**src/rtl/cpu_core_pkg.sv**
```systemverilog
// Shared types for the cpu_core slice: opcodes, FSM states and flag bit positions.
package cpu_core_pkg;

  typedef enum logic [3:0] {
    OP_NOP  = 4'h0,
    OP_LDI  = 4'h1,
    OP_LD   = 4'h2,
    OP_ST   = 4'h3,
    OP_ADD  = 4'h4,
    OP_SUB  = 4'h5,
    OP_AND  = 4'h6,
    OP_OR   = 4'h7,
    OP_XOR  = 4'h8,
    OP_INC  = 4'h9,
    OP_DEC  = 4'hA,
    OP_BRA  = 4'hB,
    OP_BEQ  = 4'hC,
    OP_BMI  = 4'hD,
    OP_BCS  = 4'hE,
    OP_HALT = 4'hF
  } opcode_e;

  typedef enum logic [2:0] {
    FETCH0,
    FETCH1,
    EXEC,
    MEM,
    HALT
  } state_e;

  localparam int FLAG_N = 3;
  localparam int FLAG_Z = 2;
  localparam int FLAG_V = 1;
  localparam int FLAG_C = 0;

  function automatic logic is_one_word(input opcode_e op);
    return op inside {OP_NOP, OP_INC, OP_DEC, OP_HALT};
  endfunction

endpackage

```
**src/rtl/cpu_core_alu.sv**
```systemverilog
// Combinational ALU for cpu_core: computes the result and the next {N,Z,V,C}.
module cpu_core_alu
  import cpu_core_pkg::*;
#(
  parameter int DATA_W = 8
) (
  input  opcode_e           op,
  input  logic [DATA_W-1:0] a,
  input  logic [DATA_W-1:0] b,
  input  logic [3:0]        flags,
  output logic [DATA_W-1:0] result,
  output logic [3:0]        flags_next
);

  localparam int MSB = DATA_W - 1;

  logic [DATA_W:0] wide;
  logic            upd_nz;

  always_comb begin
    wide       = '0;
    upd_nz     = 1'b0;
    result     = a;
    flags_next = flags;
    case (op)
      OP_LDI, OP_LD: begin
        result = b;
        upd_nz = 1'b1;
      end
      OP_ADD: begin
        wide               = {1'b0, a} + {1'b0, b};
        result             = wide[DATA_W-1:0];
        flags_next[FLAG_C] = wide[DATA_W];
        flags_next[FLAG_V] = (a[MSB] == b[MSB]) && (result[MSB] != a[MSB]);
        upd_nz             = 1'b1;
      end
      OP_SUB: begin
        // the ninth bit of the subtraction is the unsigned borrow
        wide               = {1'b0, a} - {1'b0, b};
        result             = wide[DATA_W-1:0];
        flags_next[FLAG_C] = wide[DATA_W];
        flags_next[FLAG_V] = (a[MSB] != b[MSB]) && (result[MSB] != a[MSB]);
        upd_nz             = 1'b1;
      end
      OP_AND, OP_OR, OP_XOR: begin
        if (op == OP_AND)     result = a & b;
        else if (op == OP_OR) result = a | b;
        else                  result = a ^ b;
        flags_next[FLAG_V] = 1'b0;
        upd_nz             = 1'b1;
      end
      OP_INC: begin
        result             = a + DATA_W'(1);
        flags_next[FLAG_V] = !a[MSB] && result[MSB];
        upd_nz             = 1'b1;
      end
      OP_DEC: begin
        result             = a - DATA_W'(1);
        flags_next[FLAG_V] = a[MSB] && !result[MSB];
        upd_nz             = 1'b1;
      end
      default: ;
    endcase
    if (upd_nz) begin
      flags_next[FLAG_N] = result[MSB];
      flags_next[FLAG_Z] = (result == '0);
    end
  end

endmodule

```
**src/rtl/cpu_core.sv**
```systemverilog
// Multi-cycle parametrised CPU core with req/ready memory port and HALT state.
// Define CPU_CORE_PERF_EN to add the instr_retired counter output.
//
// state  | meaning
// FETCH0 | fetch opcode word at pc
// FETCH1 | fetch operand word at pc
// EXEC   | ALU / LDI / branch / flag update
// MEM    | data access for LD / ST at operand address
// HALT   | stopped until reset
module cpu_core
  import cpu_core_pkg::*;
#(
  parameter int          DATA_W   = 8,
  parameter int          ADDR_W   = 8,
  parameter int          NREGS    = 16,
  parameter int unsigned RESET_PC = 0
) (
  input  logic              clk,
  input  logic              reset,
  output logic              mem_req,
  output logic              mem_we,
  output logic [ADDR_W-1:0] mem_addr,
  output logic [DATA_W-1:0] mem_wdata,
  input  logic [DATA_W-1:0] mem_rdata,
  input  logic              mem_ready,
  output logic [ADDR_W-1:0] pc,
  output logic [3:0]        nzvc,
`ifdef CPU_CORE_PERF_EN
  output logic [31:0]       instr_retired,
`endif
  output logic              halted
);

  localparam int RW = $clog2(NREGS);

  state_e            state, state_next;
  logic              active;
  opcode_e           op;
  logic [RW-1:0]     rd;
  logic [DATA_W-1:0] word1;
  logic [DATA_W-1:0] regs [NREGS];

  logic              mem_done;
  opcode_e           op_in;
  logic [ADDR_W-1:0] target;
  logic [DATA_W-1:0] opnd_b;
  logic [DATA_W-1:0] alu_result;
  logic [3:0]        alu_flags;
  logic              taken;
  logic              wr_exec;
  logic              reg_we;

  assign mem_done = mem_req & mem_ready;
  assign op_in    = opcode_e'(mem_rdata[DATA_W-1 -: 4]);
  assign target   = word1[ADDR_W-1:0];

  // MEM only reaches the ALU for LD, where the loaded word replaces the operand
  always_comb begin
    if (state == MEM)      opnd_b = mem_rdata;
    else if (op == OP_LDI) opnd_b = word1;
    else                   opnd_b = regs[word1[RW-1:0]];
  end

  cpu_core_alu #(.DATA_W(DATA_W)) u_alu (
    .op        (op),
    .a         (regs[rd]),
    .b         (opnd_b),
    .flags     (nzvc),
    .result    (alu_result),
    .flags_next(alu_flags)
  );

  assign taken   = (op == OP_BRA) || (op == OP_BEQ && nzvc[FLAG_Z]) ||
                   (op == OP_BMI && nzvc[FLAG_N]) || (op == OP_BCS && nzvc[FLAG_C]);
  assign wr_exec = op inside {OP_LDI, OP_ADD, OP_SUB, OP_AND, OP_OR, OP_XOR, OP_INC, OP_DEC};
  assign reg_we  = (state == EXEC && wr_exec) || (state == MEM && mem_done && op == OP_LD);

  always_comb begin
    state_next = state;
    case (state)
      FETCH0: if (mem_done) state_next = is_one_word(op_in) ? EXEC : FETCH1;
      FETCH1: if (mem_done) state_next = EXEC;
      EXEC: begin
        if (op == OP_HALT)                    state_next = HALT;
        else if (op == OP_LD || op == OP_ST)  state_next = MEM;
        else                                  state_next = FETCH0;
      end
      MEM:    if (mem_done) state_next = FETCH0;
      HALT:   state_next = HALT;
      default: state_next = FETCH0;
    endcase
  end

  // active holds the bus idle until the first clock edge after reset release
  always_comb begin
    mem_req   = active && (state inside {FETCH0, FETCH1, MEM});
    mem_we    = mem_req && (state == MEM) && (op == OP_ST);
    mem_addr  = '0;
    if (mem_req) mem_addr = (state == MEM) ? target : pc;
    mem_wdata = mem_we ? regs[rd] : '0;
    halted    = (state == HALT);
  end

  always_ff @(posedge clk or negedge reset) begin
    if (!reset) begin
      state  <= FETCH0;
      active <= 1'b0;
      pc     <= ADDR_W'(RESET_PC);
      op     <= OP_NOP;
      rd     <= '0;
      word1  <= '0;
      nzvc   <= '0;
    end else begin
      active <= 1'b1;
      state  <= state_next;
      case (state)
        FETCH0: if (mem_done) begin
          op <= op_in;
          rd <= mem_rdata[RW-1:0];
          pc <= pc + ADDR_W'(1);
        end
        FETCH1: if (mem_done) begin
          word1 <= mem_rdata;
          pc    <= pc + ADDR_W'(1);
        end
        EXEC: begin
          if (taken) pc <= target;
          if (op != OP_LD) nzvc <= alu_flags;
        end
        MEM: if (mem_done && op == OP_LD) nzvc <= alu_flags;
        default: ;
      endcase
    end
  end

  always_ff @(posedge clk or negedge reset) begin
    if (!reset) begin
      for (int i = 0; i < NREGS; i++) regs[i] <= '0;
    end else if (reg_we) begin
      regs[rd] <= alu_result;
    end
  end

`ifdef CPU_CORE_PERF_EN
  logic retire;
  assign retire = (state == EXEC && state_next != MEM) || (state == MEM && mem_done);

  always_ff @(posedge clk or negedge reset) begin
    if (!reset)      instr_retired <= '0;
    else if (retire) instr_retired <= instr_retired + 32'd1;
  end
`endif

endmodule

```
**config.mk**
```make
export PLATFORM = sky130hd
export DESIGN_NAME = cpu_core
export DESIGN_NICKNAME = d
export VERILOG_FILES = /design/src/rtl/cpu_core_pkg.sv /design/src/rtl/cpu_core_alu.sv /design/src/rtl/cpu_core.sv
export SDC_FILE = /design/constraint.sdc
export NUM_CORES = 1
export LEC_CHECK = 0
export BUFFER_PORTS_ARGS = -buffer_cell sky130_fd_sc_hd__buf_2
export CELL_PAD_IN_SITES_DETAIL_PLACEMENT = 0
export CELL_PAD_IN_SITES_GLOBAL_PLACEMENT = 2
export CORE_UTILIZATION = 40
export DETAILED_ROUTE_END_ITERATION = 10
export HOLD_SLACK_MARGIN = 0.05
export PLACE_DENSITY_LB_ADDON = 0.1
export SLEW_MARGIN = 20
export SYNTH_ARGS = -nofsm -noshare
export SYNTH_HDL_FRONTEND = slang
export SYNTH_HIERARCHICAL = 1
export SYNTH_SLANG_ARGS = --single-unit
```
**constraint.sdc**
```tcl
create_clock -name clk -period 5 [get_ports clk]
set_input_delay 0.75 -clock clk [delete_from_list [all_inputs] [get_ports clk]]
set_output_delay 0.75 -clock clk [all_outputs]
set_load 0.005 [all_outputs]
```
# After elaboration in Yosys (flattened, before gate mapping)

Index checks and enable logic that the tools add are counted.

Flip-flop bits (word level): 160
Bits in latches: 0
RAM bits: 0
Bits in read-only memories: 0
Bits of input ports: 11
Memories kept: 0

$add $sub $neg: 5
Multiply operators: 0
Divide/modulo/power cells: 0
Order comparisons: 3
Equality and inequality tests: 34
Shift-type cells: 0
Mux-type cells: 34
Bitwise logic cells: 6
Reductions and logical operators: 39

Operator list:

| kind                                          | number |
|---|---|
| bitwise mux 128 bit                           | 1 |
| two-way mux 8 bit                             | 14 |
| binary-select mux 8 bit (select 4 bit)        | 2 |
| case mux 8 bit (6 select lines)               | 1 |
| == test 4 bit, second input constant          | 11 |
| demux 8 bit (select 4 bit)                    | 1 |
| adder 8 x 1 -> 8 bit, second input constant   | 2 |
| == test 4 x 3 -> 1 bit, second input constant | 4 |
| case mux 8 bit (2 select lines)               | 1 |
| logical AND 1 bit                             | 15 |
| case mux 3 bit (5 select lines)               | 1 |
| two-way mux 3 bit                             | 4 |
| >= comparator 5 bit, second input constant    | 2 |
| inverter 4 -> 5 bit                           | 2 |
| adder 8 x 8 -> 9 bit                          | 1 |
| AND reduction 3 bit                           | 3 |
| OR reduction 9 bit                            | 1 |
| subtractor 8 x 8 -> 9 bit                     | 1 |
| bitwise AND 8 bit                             | 1 |
| == test 4 x 2 -> 1 bit, second input constant | 2 |
| logical NOT 8 bit                             | 1 |
| two-way mux 4 bit                             | 2 |
| != test 2 bit, second input constant          | 4 |
| OR 8 bit                                      | 1 |
| 28 further kinds                              | 43 |

# Logic depth before layout (Yosys ltp)

Gate-level depths: netlist of run 1.

Word-level depth: 14
Gate-level depth with buffers: 20
Depth with buffers taken out: 15

# By module

Netlist of run 1, hierarchy kept.

By module, submodules not included:

| module       | times used | cells an instance | area an instance (µm²) |
|---|---|---|---|
| cpu_core     | 1          | 649               | 8,943.6 |
| cpu_core_alu | 1          | 291               | 1,938.1 |

# Worst setup path before layout of run 1

OpenSTA, ideal clock, no wires.

Path type: register to register
Start: register word1[1], in the netlist target[1]
End: register nzvc[2]
Library setup time: 0.065 ns
Data arrival time: 4.290 ns
Data required time: 4.935 ns
Setup slack: 0.645 ns
Stages on the path, launching flop included: 17
Path buffers: 2
Period minus slack after synthesis: 4.355 ns
Path through: dfrtp_1 clkbuf_1 clkbuf_1 mux4_2 mux4_2 nor2_1 o21ai_0 ha_1 fa_1 nor3_1 nor3_1 a221o_1 nand2_1 o211ai_1 or4_1 o41ai_2 mux2_2

RTL lines:

| what                                                              | line                                   | text |
|---|---|---|
| start: declaration                                                | cpu_core.sv:40                         | `logic [DATA_W-1:0] word1;` |
| start signal: assignment                                          | cpu_core.sv:123                        | `word1 <= mem_rdata;` |
| inverter 4 -> 5 bit (not written as such) (*)                     | cpu_core.sv:61                         | `else opnd_b = regs[word1[RW-1:0]];` |
| binary-select mux 8 bit (select 4 bit) (*)                        | cpu_core.sv:61                         |  |
| two-way mux 8 bit (not written as such) (*) (2 in a row)          | cpu_core.sv:61                         |  |
| two-way mux 8 bit (*)                                             | cpu_core.sv:60                         | `else if (op == OP_LDI) opnd_b = word1;` |
| two-way mux 8 bit (*)                                             | cpu_core.sv:59                         | `if (state == MEM) opnd_b = mem_rdata;` |
| named net opnd_b[0]                                               | cpu_core.sv:46                         | `logic [DATA_W-1:0] opnd_b;` |
| subtractor 8 x 8 -> 9 bit or adder 8 x 8 -> 9 bit (tied branches) | cpu_core_alu.sv:39, cpu_core_alu.sv:31 |  |
| case mux 8 bit (6 select lines) (*)                               | cpu_core_alu.sv:25                     | `case (op)` |
| named net alu_result[4]                                           | cpu_core.sv:47                         | `logic [DATA_W-1:0] alu_result;` |
| logical NOT 8 bit (*)                                             | cpu_core_alu.sv:66                     | `flags_next[FLAG_Z] = (result == '0);` |
| two-way mux 2 bit (*)                                             | cpu_core_alu.sv:64                     | `if (upd_nz) begin` |
| named net alu_flags[2]                                            | cpu_core.sv:48                         | `logic [3:0] alu_flags;` |
| two-way mux 4 bit (on tied branches)                              | cpu_core.sv:130, cpu_core.sv:128       |  |
| case mux 4 bit (2 select lines) (*)                               | cpu_core.sv:116                        | `case (state)` |
| end signal: assignment                                            | cpu_core.sv:128                        | `if (op != OP_LD) nzvc <= alu_flags;` |
| end signal: assignment                                            | cpu_core.sv:130                        | `MEM: if (mem_done && op == OP_LD) nzvc <= alu_flags;` |
| end: declaration                                                  | cpu_core.sv:27                         | `output logic [3:0] nzvc,` |

Mark *: on every way through the listed nets, which the timed path passes. The rest lies on a longest branch. The select of a mux whose other input is x is not followed.
A chain may end at the register's enable or synchronous reset.

# Worst setup path after layout of run 1

Start: register word1[0], in the netlist target[0]
End: register nzvc[2]

RTL lines:

| what                                                              | line |
|---|---|
| inverter 4 -> 5 bit (not written as such)                         | cpu_core.sv:61 |
| binary-select mux 8 bit (select 4 bit)                            | cpu_core.sv:61 |
| two-way mux 8 bit (not written as such) (2 in a row)              | cpu_core.sv:61 |
| two-way mux 8 bit (*)                                             | cpu_core.sv:60 |
| two-way mux 8 bit (*)                                             | cpu_core.sv:59 |
| named net opnd_b[0]                                               | cpu_core.sv:46 |
| subtractor 8 x 8 -> 9 bit or adder 8 x 8 -> 9 bit (tied branches) | cpu_core_alu.sv:39, cpu_core_alu.sv:31 |
| case mux 8 bit (6 select lines) (*)                               | cpu_core_alu.sv:25 |
| named net alu_result[4]                                           | cpu_core.sv:47 |
| logical NOT 8 bit (*)                                             | cpu_core_alu.sv:66 |
| two-way mux 2 bit (*)                                             | cpu_core_alu.sv:64 |
| named net alu_flags[2]                                            | cpu_core.sv:48 |
| two-way mux 4 bit (on tied branches)                              | cpu_core.sv:130, cpu_core.sv:128 |
| case mux 4 bit (2 select lines) (*)                               | cpu_core.sv:116 |

Marks and branches as above.

==> results.toml, run 1 <==
[die]
dieArea_um2 = 27900
fp-row-count = 60
coreArea_um2 = 26800
die_h_um = 167
die_x_um = 167
initial_core_util_pct = 40.6
ioPinCount = 42

[sta]
slew_headroom_pct = 27.0
fin_skew_ns = 0.0289
hold_viol = 0
min_period_ns = 4.77
timing.hold.ws_ns = 0.319
rsz0062_at_grt = "no"
slew_viol_final = 0
finalSetupViolCount = 0
fin_tns_setup_ns = 0
max_freq_mhz = 210
period_share_pct = 95.3
final.setup.worst_slack_ns = 0.233
worstMarginPinSlew_ns = 1.09

[yosys]
async_flop_share_pct = 100
syn_area_um2 = 10900
avgSynthCellArea_um2 = 11.6
synthCells = 940
synth_most_common_cell = "dfrtp_1"
ys_ff_latch = 160
yosys-top-cells-area = "dfrtp_1 (37%), mux2_2 (16%), mux4_2 (14%), ha_1 (3.4%), a21oi_1 (1.9%)"
yosysTopAreaCell = "dfrtp_1"
synth_top_cell_area_share_pct = 36.8
synth-simple-area-share_pct = 12.7
synthAdderAreaFrac_pct = 3.82
synthFlopType = "dfrtp_1"
synth_top_family_by_area = "multiplexers"
synth_compound_area_share_pct = 10.6
synth_common_cells = "dfrtp_1 (160), mux2_2 (150), mux4_2 (66)"
ys_types = 82
synthMuxAreaShare_pct = 31.3
synth-xor-area-share_pct = 0.644
synth_edf_count = 0
synth_warnings = 6
ys_seq_area_share_pct = 36.8
synth_nets = 983

[placed_design]
place_ws_ns = 0.0398
post_dp_cell_area_um2 = 11500
dpl.hpwl_um = 24100
placedCellCount = 1293
io_buffers = 41
gp_congestion = 0.880

[cts]
postCtsHoldBufs = 0
insertion_delay_ns = 0.45
cts_tree = "yes"
htreeDepth = 4
clkTransAtPathRegs_ns = 0.08
clock_path_buffers = 2
cts_buffers = 17
cts-root-buf = "clkbuf_16"
clock-sinks = 160

[worst_setup_path]
end_kind = "flip-flop"
cp.depth = 14
cp_slowest_cell = "or4_1"
required_ns = 5.38
rr_endpoint = "nzvc[2]$_DFFE_PN0P_"
reg2reg_from = "target[0]$_DFFE_PN0P_"
crit_chain = "mux4_2 > mux4_2 > nor2_1 > o21ai_1 > ha_1 > fa_1 > nor3_1 > nor3_1 > a221o_1 > nand2_1 > o211ai_1 > or4_1 > o41ai_2 > mux2_2"
r2r_setup_slack_ns = 0.23
slowest_delay_ns = 0.59
start_kind = "flip-flop"
crit_path_max_fanout = 13
path_buf_inv = 0
path_delay_family = "simple AND/OR/NAND/NOR gates"
endpoint = "nzvc[2]$_DFFE_PN0P_"
rr_worst_depth = 14
setup.worst_path.class = "flip-flop to flip-flop"
startpoint = "target[0]$_DFFE_PN0P_"
cp.arrival_ns = 5.15

[power]
swShare_pct = 48.7
clkPwrFrac_pct = 15.8
ir_drop_v = 0.000305
p_seq_share_pct = 24.4
p_leak_nw = 5.38
switching_power_mw = 4.43
p_total_mw = 9.09
power.density_nw_per_um2 = 746
p_int_mw = 4.66
pwr-share-comb_pct = 59.8

[global_route]
overflow = 0
gr-usage-all-layers_pct = 25.3
grt_pass1_vias = 8488
grt_max_degree = 82
antenna_found_initial = 0
grt_pass1_wl_um = 53000

[status]
outcome = "finished clean"

[hold_path]
hold_class = "input pin to asynchronous set/reset pin"

[routing]
vias = 8268
drt_iter0_drc = 581
antenna_left = 0
drt-pass1-iter-count = 5
avgRoutedWirePerCell_um = 25.8
vias_per_cell = 6.24
drc = 0
wl_um = 34200

[finish]
design_area_um2 = 12200
stdcell_count = 1325
drive_gt1_share_pct = 36.2
fin_nets = 1014
final_util_pct = 45.5
area_growth_pct = 12.0
fillers = 2481
diodes = 0

[job]
maxCapViolations = 0
[cell type report]
type,count,area (um^2),area share (%)
Clock buffer,17,425,3.49
Clock inverter,15,225,1.85
Inverter,28,105,0.863
Multi-Input combinational cell,683,6440,52.9
Sequential cell,160,4010,32.9
Tap cell,341,427,3.50
Timing Repair Buffer,81,553,4.54
[sequential cells by signal, summed over array words and instances (netlist names)]
name,count
op,4
rd,4
regs,128
target,8
pc,8
state,3
nzvc,4
active,1
[power by group through the flow]
| stage | combinational [mW] | clock, mW | sequential, mW |
|---|---|---|---|
| 6_report | 5.43 | 1.44 | 2.21 |
| 5_1_grt | 5.89 | 1.51 | 2.28 |
| 4_1_cts | 5.41 | 1.46 | 2.21 |
| 3_5_place_dp | 5.39 | 0 | 2.23 |
| 3_3_place_gp | 5.38 | 0 | 2.19 |
| 2_1_floorplan | 3.84 | 0 | 1.99 |
[metal layers]
metal / track usage (%) / wire length (um) / up-vias
met5: 0 / 0 / -
met3: 4.99 / 2090 / 68
met4: 10.2 / 1140 / 0
met1: 32.6 / 14500 / 4257
met2: 41.7 / 16500 / 302
li1: - / - / 3641
[layout by cell type (no fill, tap or decap), types with 25 or more instances in the layout]
| cell | count |
|---|---|
| buf_2 | 40 |
| ha_1 | 30 |
| mux2_2 | 150 |
| mux4_2 | 66 |
| a21oi_1 | 42 |
| buf_4 | 36 |
| nand2_1 | 52 |
| nor2_1 | 45 |
| o21ai_0 | 25 |
| inv_1 | 28 |
| dfrtp_1 | 158 |
[cells by family after synthesis]
family | count (synthesis)
mux | 239
simple gates | 233
fa+ha+maj | 32
buf+inv | 97
compound gates | 170
xor+xnor | 8
flops | 160
other cells | 1
[worst min path at each step]
stage / start / endpoint / cells past startpoint / slack [ns]
6_report: reset / nzvc[3]$_DFFE_PN0P_ / 1 / 0.32
5_1_grt: reset / nzvc[3]$_DFFE_PN0P_ / 1 / 0.38
4_1_cts: reset / nzvc[1]$_DFFE_PN0P_ / 1 / 0.38
3_5_place_dp: regs[110]$_DFFE_PN0P_ / regs[110]$_DFFE_PN0P_ / 1 / 0.51
3_3_place_gp: regs[60]$_DFFE_PN0P_ / regs[60]$_DFFE_PN0P_ / 1 / 0.50
2_1_floorplan: reset / active$_DFF_PN0_ / 0 / 0.45
[timing repair]
item                       in CTS  in global routing
buffers inserted                0                  0
setup endpoints to repair       0                 33
gates resized for setup         0                  3
(Power assumes the default switching activity.)
==> run 2, diff against run 1 <==
--- a/config.mk
+++ b/config.mk
@@ -6,8 +6,8 @@
 export NUM_CORES = 1
 export LEC_CHECK = 0
 export BUFFER_PORTS_ARGS = -buffer_cell sky130_fd_sc_hd__buf_2
-export CELL_PAD_IN_SITES_DETAIL_PLACEMENT = 0
-export CELL_PAD_IN_SITES_GLOBAL_PLACEMENT = 2
+export CELL_PAD_IN_SITES_DETAIL_PLACEMENT = 1
+export CELL_PAD_IN_SITES_GLOBAL_PLACEMENT = 1
 export CORE_UTILIZATION = 40
 export DETAILED_ROUTE_END_ITERATION = 10
 export HOLD_SLACK_MARGIN = 0.05
==> run 2 against run 1 <==
  * The flow now finishes with violations (DRC)
  * Via count shrank 0.33%
  * Worst setup slack got worse by 0.12 ns
  * Cell area hardly changed
  * Cell count rose by 0.68%
  * Flip-flop and latch count stayed put
  * Total power rose by 0.81%
  * Largest cell class unchanged
==> results.toml, run 2 (synthesis gave the netlist of run 1 again) <==
[worst_setup_path]
path_delay_family = "multiplexers"
slowest_delay_ns = 0.56
cp.arrival_ns = 5.20
rr_worst_depth = 14
required_ns = 5.32
r2r_setup_slack_ns = 0.12
cpMostUsedCell = "mux4_2"
rr_endpoint = "regs[14]$_DFFE_PN0P_"
cp_slowest_cell = "dfrtp_4"
crit_path_max_fanout = 16
end_kind = "flip-flop"
crit_chain = "mux4_2 > mux4_2 > nor2_1 > o21ai_0 > ha_1 > fa_1 > nor3_1 > o31ai_1 > and3_1 > a2111oi_0 > o211ai_1 > a21boi_1 > buf_4 > mux2_2"
setup.worst_path.class = "flip-flop to flip-flop"
reg2reg_from = "target[0]$_DFFE_PN0P_"
start_kind = "flip-flop"
path_buf_inv = 1

[power]
power.density_nw_per_um2 = 751
p_leak_nw = 5.38
p_total_mw = 9.16
ir_drop_v = 0.000254

[finish]
largest_reg_flops = 128
drive_gt1_share_pct = 37.2
final_common_cell = "dfrtp_1"
diodes = 0
top_register = "regs"
fin_nets = 1023
mostFrequentLayoutCells = "dfrtp_1 (157), mux2_2 (150), mux4_2 (66), nand2_1 (52), buf_4 (46)"
stdcell_count = 1334
area_growth_pct = 12.0

[global_route]
antenna_found_initial = 0
overflow = 0
gr-usage-all-layers_pct = 26.4
grt_pass1_vias = 8703
grt_max_degree = 75
grt_pass1_wl_um = 55100

[sta]
slew_headroom_pct = 34.0
final.setup.worst_slack_ns = 0.116
hold_viol = 0
timing.hold.ws_ns = 0.302
fin_tns_setup_ns = 0
slew_viol_final = 0
worstMarginPinSlew_ns = 0.977
fin_skew_ns = 0.0185
min_period_ns = 4.88
finalSetupViolCount = 0
period_share_pct = 97.7
max_freq_mhz = 205
rsz0062_at_grt = "no"

[die]
fp-row-count = 60
ioPinCount = 42
dieArea_um2 = 27900
die_h_um = 167
coreArea_um2 = 26800
die_x_um = 167
initial_core_util_pct = 40.6

[cts]
cts-root-buf = "clkbuf_16"
postCtsHoldBufs = 0
cts_tree = "yes"
cts_buffers = 17
htreeDepth = 4
insertion_delay_ns = 0.44
clock_path_buffers = 2
clkTransAtPathRegs_ns = 0.07
clock-sinks = 160

[routing]
drc = 1
drt-pass1-iter-count = 7
antenna_left = 0
drt_iter0_drc = 679
avgRoutedWirePerCell_um = 26.4
vias = 8241
wl_um = 35300
vias_per_cell = 6.18

[placed_design]
place_ws_ns = 0.143
placedCellCount = 1302
gp_congestion = 0.874
io_buffers = 41
dpl.hpwl_um = 24900

[job]
maxCapViolations = 0

[hold_path]
hold_class = "input pin to asynchronous set/reset pin"

[status]
outcome = "complete, but fails checks"
failed_checks = "DRC"
run 2: cell types whose count changed in the layout (fill, tap and decap cells not counted), sizes merged:
| cell | delta |
|---|---|
| buf | +9 |
| clkinvlp | +4 |
| inv | -4 |
| clkinv | -2 |
| bufinv | +1 |
| clkbuf | +1 |
run 2: how the worst max path moves through the flow:
stage	startpoint	end	cells past startpoint
after global routing	target[0]$_DFFE_PN0P_	regs[14]$_DFFE_PN0P_	14
after floorplan	target[1]$_DFFE_PN0P_	nzvc[2]$_DFFE_PN0P_	16
final	target[0]$_DFFE_PN0P_	regs[14]$_DFFE_PN0P_	14
after detailed placement	target[0]$_DFFE_PN0P_	regs[7]$_DFFE_PN0P_	15
after CTS	target[0]$_DFFE_PN0P_	nzvc[2]$_DFFE_PN0P_	16
after global placement	target[0]$_DFFE_PN0P_	nzvc[2]$_DFFE_PN0P_	16
run 2: report_power, final:
| part | internal (mW) | switching [mW] |
|---|---|---|
| Sequential | 1.73 | 0.590 |
| Combinational | 2.30 | 3.22 |
| Clock | 0.703 | 0.617 |
run 2: per-layer routing:
metal	part of all wire (%)	GRT usage [%]
met5	0	0
met4	2.5	8.57
met3	3.5	3.23
met2	49	43.9
met1	45	35.9
run 2: worst reg2reg max path: cells and delay by family, from the launching register on:
| kind | cells | cell delay, ns |
|---|---|---|
| fa+ha+maj | 2 | 0.75 |
| compound gates | 5 | 1.33 |
| flops | 1 | 0.56 |
| simple gates | 3 | 0.56 |
| mux | 3 | 1.34 |
| buf+inv | 1 | 0.22 |
run 2: cell type report:
class                      instances  area [um^2]
inverter                          28          105
clock buffer                      18          429
multi-input combinational        683         6460
timing repair buffer              90          608
fill                            2836        14600
clock inverter                    14          148
tap                              341          427
sequential                       160         4010
run 2: what timing repair did:
| action | CTS | global route |
|---|---|---|
| gates resized for setup | 0 | 6 |
| endpoints found under the setup margin | 0 | 33 |
| setup buffers | 0 | 0 |
run 2: stage by stage:
stage	cell area, um^2	util [%]
floorplan	10900	-
global placement	11600	43.2
detailed placement	11600	43.2
CTS	12200	45.4
global route	12200	45.5
finish	12200	45.5
